File: config.mk
export PLATFORM = sky130hd
export DESIGN_NAME = ifu_axi_rd_bridge
export DESIGN_NICKNAME = d
export VERILOG_FILES = /design/src/rtl/ifu_axi_rd_bridge.sv
export SDC_FILE = /design/constraint.sdc
export NUM_CORES = 1
export LEC_CHECK = 0
export ABC_CLOCK_PERIOD_IN_PS = 2600
export BUFFER_PORTS_ARGS = -buffer_cell sky130_fd_sc_hd__buf_2
export CORE_AREA = 2 2 132 134
export CTS_BUF_LIST = sky130_fd_sc_hd__clkbuf_8
export DETAILED_ROUTE_END_ITERATION = 10
export DIE_AREA = 0 0 134 136
export SLEW_MARGIN = 20
export SYNTH_ARGS = -nofsm -noshare
export SYNTH_HDL_FRONTEND = slang
export SYNTH_SLANG_ARGS = --single-unit
File: constraint.sdc
create_clock -name i_clk -period 2.6 [get_ports i_clk]
set_clock_uncertainty 0.1 [all_clocks]
set_input_delay 0.39 -clock i_clk [delete_from_list [all_inputs] [get_ports i_clk]]
set_output_delay 0.39 -clock i_clk [all_outputs]
set_load 0.02 [all_outputs]
File: src/rtl/ifu_axi_rd_bridge.sv
// ifu_axi_rd_bridge
// ---------------------------------------------------------------------------
// Turns a single-beat instruction-fetch request (valid/ready) into one AXI4
// read transaction and returns the aligned read word and RRESP to the fetch
// stage. Only one transaction is in flight at a time.
//
// Handshakes:
//   AR and R channels use standard AXI valid/ready. A transfer happens on a
//   rising edge where both are high. arvalid is never withdrawn before
//   arready. araddr and arsize stay constant while arvalid is high.
//   On the fetch side, the request is taken on the edge where if_valid=1 and
//   the bridge is IDLE. if_ready is a one-cycle Moore pulse in RESP, and
//   if_data_read/if_resp are valid in that cycle.
//
// Ports:
//   i_clk, i_rst_n        clock, asynchronous active-low reset
//   if_valid/if_addr/     fetch request: PC and AXI size code
//   if_size
//   flush                 drop the result of the fetch in flight
//   if_ready              completion pulse
//   if_data_read/if_resp  aligned read data and RRESP of the last beat taken
//   ar*                   AXI read address channel (master side)
//   r*                    AXI read data channel (master side)
//   dbg_state_o           current FSM state (0 IDLE, 1 ADDR, 2 DATA, 3 RESP)
// ---------------------------------------------------------------------------
module ifu_axi_rd_bridge #(
  parameter int ADDR_W   = 32,
  parameter int DATA_W   = 64,
  parameter int ID_W     = 4,
  parameter int FETCH_ID = 0
) (
  input  logic              i_clk,
  input  logic              i_rst_n,
  input  logic              if_valid,
  output logic              if_ready,
  input  logic [63:0]       if_addr,
  input  logic [1:0]        if_size,
  input  logic              flush,
  output logic [DATA_W-1:0] if_data_read,
  output logic [1:0]        if_resp,
  output logic              arvalid,
  input  logic              arready,
  output logic [ADDR_W-1:0] araddr,
  output logic [ID_W-1:0]   arid,
  output logic [7:0]        arlen,
  output logic [2:0]        arsize,
  output logic [1:0]        arburst,
  output logic [2:0]        arprot,
  input  logic              rvalid,
  output logic              rready,
  input  logic [DATA_W-1:0] rdata,
  input  logic [1:0]        rresp,
  input  logic              rlast,
  input  logic [ID_W-1:0]   rid,
  output logic [1:0]        dbg_state_o
);

  // Byte-offset bits of the address within one data beat.
  localparam int OFF_W = $clog2(DATA_W / 8);

  typedef enum logic [1:0] {
    S_IDLE = 2'd0,
    S_ADDR = 2'd1,
    S_DATA = 2'd2,
    S_RESP = 2'd3
  } state_e;

  state_e              state_q, state_d;
  logic [ADDR_W-1:0]   araddr_q, araddr_d;
  logic [2:0]          arsize_q, arsize_d;
  logic                drop_q, drop_d;
  logic [DATA_W-1:0]   data_q, data_d;
  logic [1:0]          resp_q, resp_d;

  // Upper PC bits beyond ADDR_W and the returned ID are intentionally ignored.
  logic unused_bits;
  assign unused_bits = ^{if_addr, rid};

  always_ff @(posedge i_clk or negedge i_rst_n) begin
    if (!i_rst_n) begin
      state_q  <= S_IDLE;
      araddr_q <= '0;
      arsize_q <= '0;
      drop_q   <= 1'b0;
      data_q   <= '0;
      resp_q   <= '0;
    end else begin
      state_q  <= state_d;
      araddr_q <= araddr_d;
      arsize_q <= arsize_d;
      drop_q   <= drop_d;
      data_q   <= data_d;
      resp_q   <= resp_d;
    end
  end

  always_comb begin
    state_d  = state_q;
    araddr_d = araddr_q;
    arsize_d = arsize_q;
    drop_d   = drop_q;
    data_d   = data_q;
    resp_d   = resp_q;
    case (state_q)
      S_IDLE: begin
        if (if_valid) begin
          state_d  = S_ADDR;
          araddr_d = if_addr[ADDR_W-1:0];
          arsize_d = {1'b0, if_size};
          drop_d   = 1'b0;
        end
      end
      S_ADDR: begin
        if (flush) drop_d = 1'b1;
        if (arready) state_d = S_DATA;
      end
      S_DATA: begin
        if (flush) drop_d = 1'b1;
        // Beats without rlast are not expected for arlen=0; they are consumed
        // and ignored so the channel never stalls.
        if (rvalid && rlast) begin
          data_d  = rdata >> {araddr_q[OFF_W-1:0], 3'b000};
          resp_d  = rresp;
          // A flush arriving with the last beat still drops the result.
          state_d = (drop_q || flush) ? S_IDLE : S_RESP;
        end
      end
      S_RESP: begin
        state_d = S_IDLE;
      end
      default: state_d = S_IDLE;
    endcase
  end

  // All handshake outputs are decoded from state only.
  assign arvalid      = (state_q == S_ADDR);
  assign rready       = (state_q == S_DATA);
  assign if_ready     = (state_q == S_RESP);
  assign araddr       = araddr_q;
  assign arsize       = arsize_q;
  assign arid         = ID_W'(FETCH_ID);
  assign arlen        = 8'd0;
  assign arburst      = 2'b01;
  assign arprot       = 3'b100;
  assign if_data_read = data_q;
  assign if_resp      = resp_q;
  assign dbg_state_o  = state_q;

endmodule
==> flow_summary_export.csv <==
group,metric,value,unit
global_route,overflow,0,
place,portBuffers,211,
clocking,cts.sinks,103,
setup_path,crit_slowest_cell,"dfrtp_1",
clocking,cts_tree,"yes",
timing,layout_min_cycle_time,2200,ps
drt,ant_nets,0,
die,die_area,0.0182,mm2
global_route,grt_pass1_wl,28.3,mm
place,hpwlAfterDp,14.3,mm
power,leakage,3.52,nW
synthesis,synthMuxAreaShare,25.1,%
timing,fmaxAchievable,455,MHz
setup_path,cp_cell_sequence,"inv_1 -> ha_1 -> and3_1 -> buf_4 -> nand2_1 -> o21ai_0",
setup_path,cp.arrival,2390,ps
power,swShare,46.1,%
power,p_per_area,1280,mW/mm2
die,die_x,134,um
global_route,grt.total_usage,20.4,%
synthesis,synth_cells,512,
worst_hold_path,hold_path_class,"input port to flop",
synthesis,async_flop_share,100,%
clocking,clock_path_buffers,2,
global_route,grt_max_degree,39,
setup_path,required,2790,ps
clocking,postCtsResizedCells,0,
die,start_util,34.3,%
synthesis,synth_top_family_by_area,"multiplexers",
clocking,htreeDepth,3,
drt,firstDrtPassIters,5,
synthesis,synth_ff_type,"dfrtp_1",
die,rows,48,
timing,finalHoldViolations,0,
power,p_int,5.01,mW
timing,rsz0062_at_grt,"false",
synthesis,synthAdderAreaFrac,1.08,%
synthesis,synth_area_leaders,"dfrtp_1 44%, mux2_2 14%, mux4_2 6.2%",
drt,wl_per_cell,19.8,um
finish,nNetsFinal,861,
power,clkPwrFrac,11.0,%
synthesis,synth-edff-count,0,
synthesis,synth_compound_area_share,14.2,%
drt,vias_per_cell,5.26,
setup_path,cp_slowest_stage_delay,450,ps
synthesis,ys_top_cells_by_count,"103 x dfrtp_1, 74 x mux2_2, 51 x nand2_1",
die,die_y,136,um
clocking,cts_buffers,9,
drt,drc_errors,0,
power,pwr-share-comb,57.2,%
synthesis,yosysMostFrequentCell,"dfrtp_1",
status,status,"complete, no violations",
power,fin_total_pwr,9.30,mW
setup_path,crit_fanout,17,
synthesis,synth-xor-area-share,0,%
timing,fin_tns_setup,0,ps
synthesis,seq_area_frac_synth,44.5,%
drt,wl,18.7,mm
clocking,path_clk_slew,110,ps
clocking,cts-root-buf,"clkbuf_8",
drt,vias,4962,
die,fp.coreArea,0.0169,mm2
clocking,clock_latency,380,ps
timing,finalMaxSlewViolations,0,
timing,maxSlewHeadroom,51.1,%
synthesis,synth.top_cell.area_share,44.5,%
flow_run,max_cap_violations,0,
synthesis,avgSynthCellArea,11.3,um2
drt,drt-initial-drc-count,350,
synthesis,yosys.area_share.simple,8.16,%
synthesis,ys_types,37,
setup_path,r2r_cells,6,
power,ir_worst_vdd,0.000391,V
power,switchingPower,4.29,mW
synthesis,synth_seq_cells,103,
synthesis,synth_warnings,0,
setup_path,crit_path_end_kind,"flop",
timing,finalCritPeriodShare,84.5,%
timing,finalSetupViolations,0,
worst_hold_path,hold_path_depth,3,
global_route,antenna_found_initial,1,
timing,worst_slew_pin_slew,733,ps
synthesis,syn_area,0.00580,mm2
synthesis,synth_top_cell_by_area,"dfrtp_1",
setup_path,critPathLaunchType,"flop",
die,io_pins,266,
finish,drive_gt1_share,49.6,%
global_route,grt_pass1_vias,4989,
power,pwr-share-seq,31.8,%
setup_path,critical_path_class,"flop to flop",
place,gp_congestion,0.916,
finish,area_delta_synth_final,25.3,%
[path summary, 6_finish.rpt]
check	start	to	slack [ps]
setup / recovery	dbg_state_o[0]	if_data_read[32]	400
max in group asynchronous	i_rst_n	araddr[9]	1200
hold reg to reg	if_data_read[0]	if_data_read[0]	390
setup reg to reg	dbg_state_o[0]	if_data_read[32]	400
min in group asynchronous	i_rst_n	dbg_state_o[1]	400
hold / removal	rresp[1]	if_resp[1]	100
[registers in the layout, summed over array words and instances (netlist names)]
signal	count
if_data_read	64
drop_q	1
dbg_state_o	2
arsize	2
if_resp	2
araddr	32
[kinds of logic (layout without fill, tap and decap cells)]
family                     after synthesis  in the layout
muxes                                  116            116
buffers and inverters                   71            261
adders and majority gates                5              5
DFF                                    103            103
other                                    2             19
and+or+nand+nor                        105            105
AOI/OAI and AO/OA                      110            110
[critical path: cells and delay by family (launching register included)]
family,cells,cell delay (ps)
AO/OA/AOI/OAI,1,300
AND/OR/NAND/NOR,2,570
flip-flops,1,450
adder cells (fa/ha/maj),1,290
buffers and inverters,2,400
[per-stage QoR]
step	worst slack [ps]	cell area [um2]	cells	hold WS, ps	util, %
floorplan	532	5860	528	-5.59	-
global placement	509	7050	926	293	41.8
detailed placement	431	7050	926	301	41.8
CTS	388	7260	943	76.2	43.0
global route	194	7260	944	101	43.0
finish	403	7260	944	104	43.0
[metal layers]
layer / global-route usage, % / part of all wire, % / vias to the layer above
li1: - / - / 2238
met1: 26.9 / 42 / 2468
met2: 32.7 / 48 / 218
met3: 3.58 / 6.3 / 38
met4: 9.46 / 3.4 / 0
met5: 0 / 0 / -
[cell usage in the layout, fill, tap and decap left out, drive strengths merged, types with 2 or more instances in the layout]
cell / instances
a2bb2oi: 15
and2: 8
ha: 5
o21ai: 24
nor2: 33
dfrtp: 103
a221oi: 16
o221ai: 8
a31o: 8
o31ai: 8
nor2b: 2
nand2: 51
conb: 18
clkbuf: 9
inv: 15
a21oi: 3
mux2: 74
nand2b: 5
buf: 233
clkinv: 3
o22ai: 16
mux4: 16
and3: 2
mux2i: 26
a22o: 8
[power by group through the flow]
| stage | Combinational, mW | Clock [mW] | Sequential (mW) |
|---|---|---|---|
| floorplan | 2.86 | 0 | 3.71 |
| global placement | 5.26 | 0 | 2.96 |
| detailed placement | 5.34 | 0 | 2.99 |
| CTS | 5.36 | 1.07 | 2.96 |
| global route | 5.69 | 1.13 | 3.06 |
| finish | 5.32 | 1.03 | 2.95 |
[final cells by class]
| type | count | area, um2 |
|---|---|---|
| diodes | 1 | 2.50 |
| fillers | 1657 | 9610 |
| multi-input cells | 354 | 2890 |
| repair buffers | 234 | 1270 |
| inverters | 11 | 41.3 |
| clock inverters | 7 | 73.8 |
| flip-flops and latches | 103 | 2580 |
| well taps | 225 | 282 |
| clock buffers | 9 | 124 |
[what timing repair did]
item | 4_1_cts | 5_1_grt
endpoints found under the hold margin | 35 | 0
hold buffers | 1 | 0
buffers inserted | 0 | 0
Power figures use the tool's default switching activity.
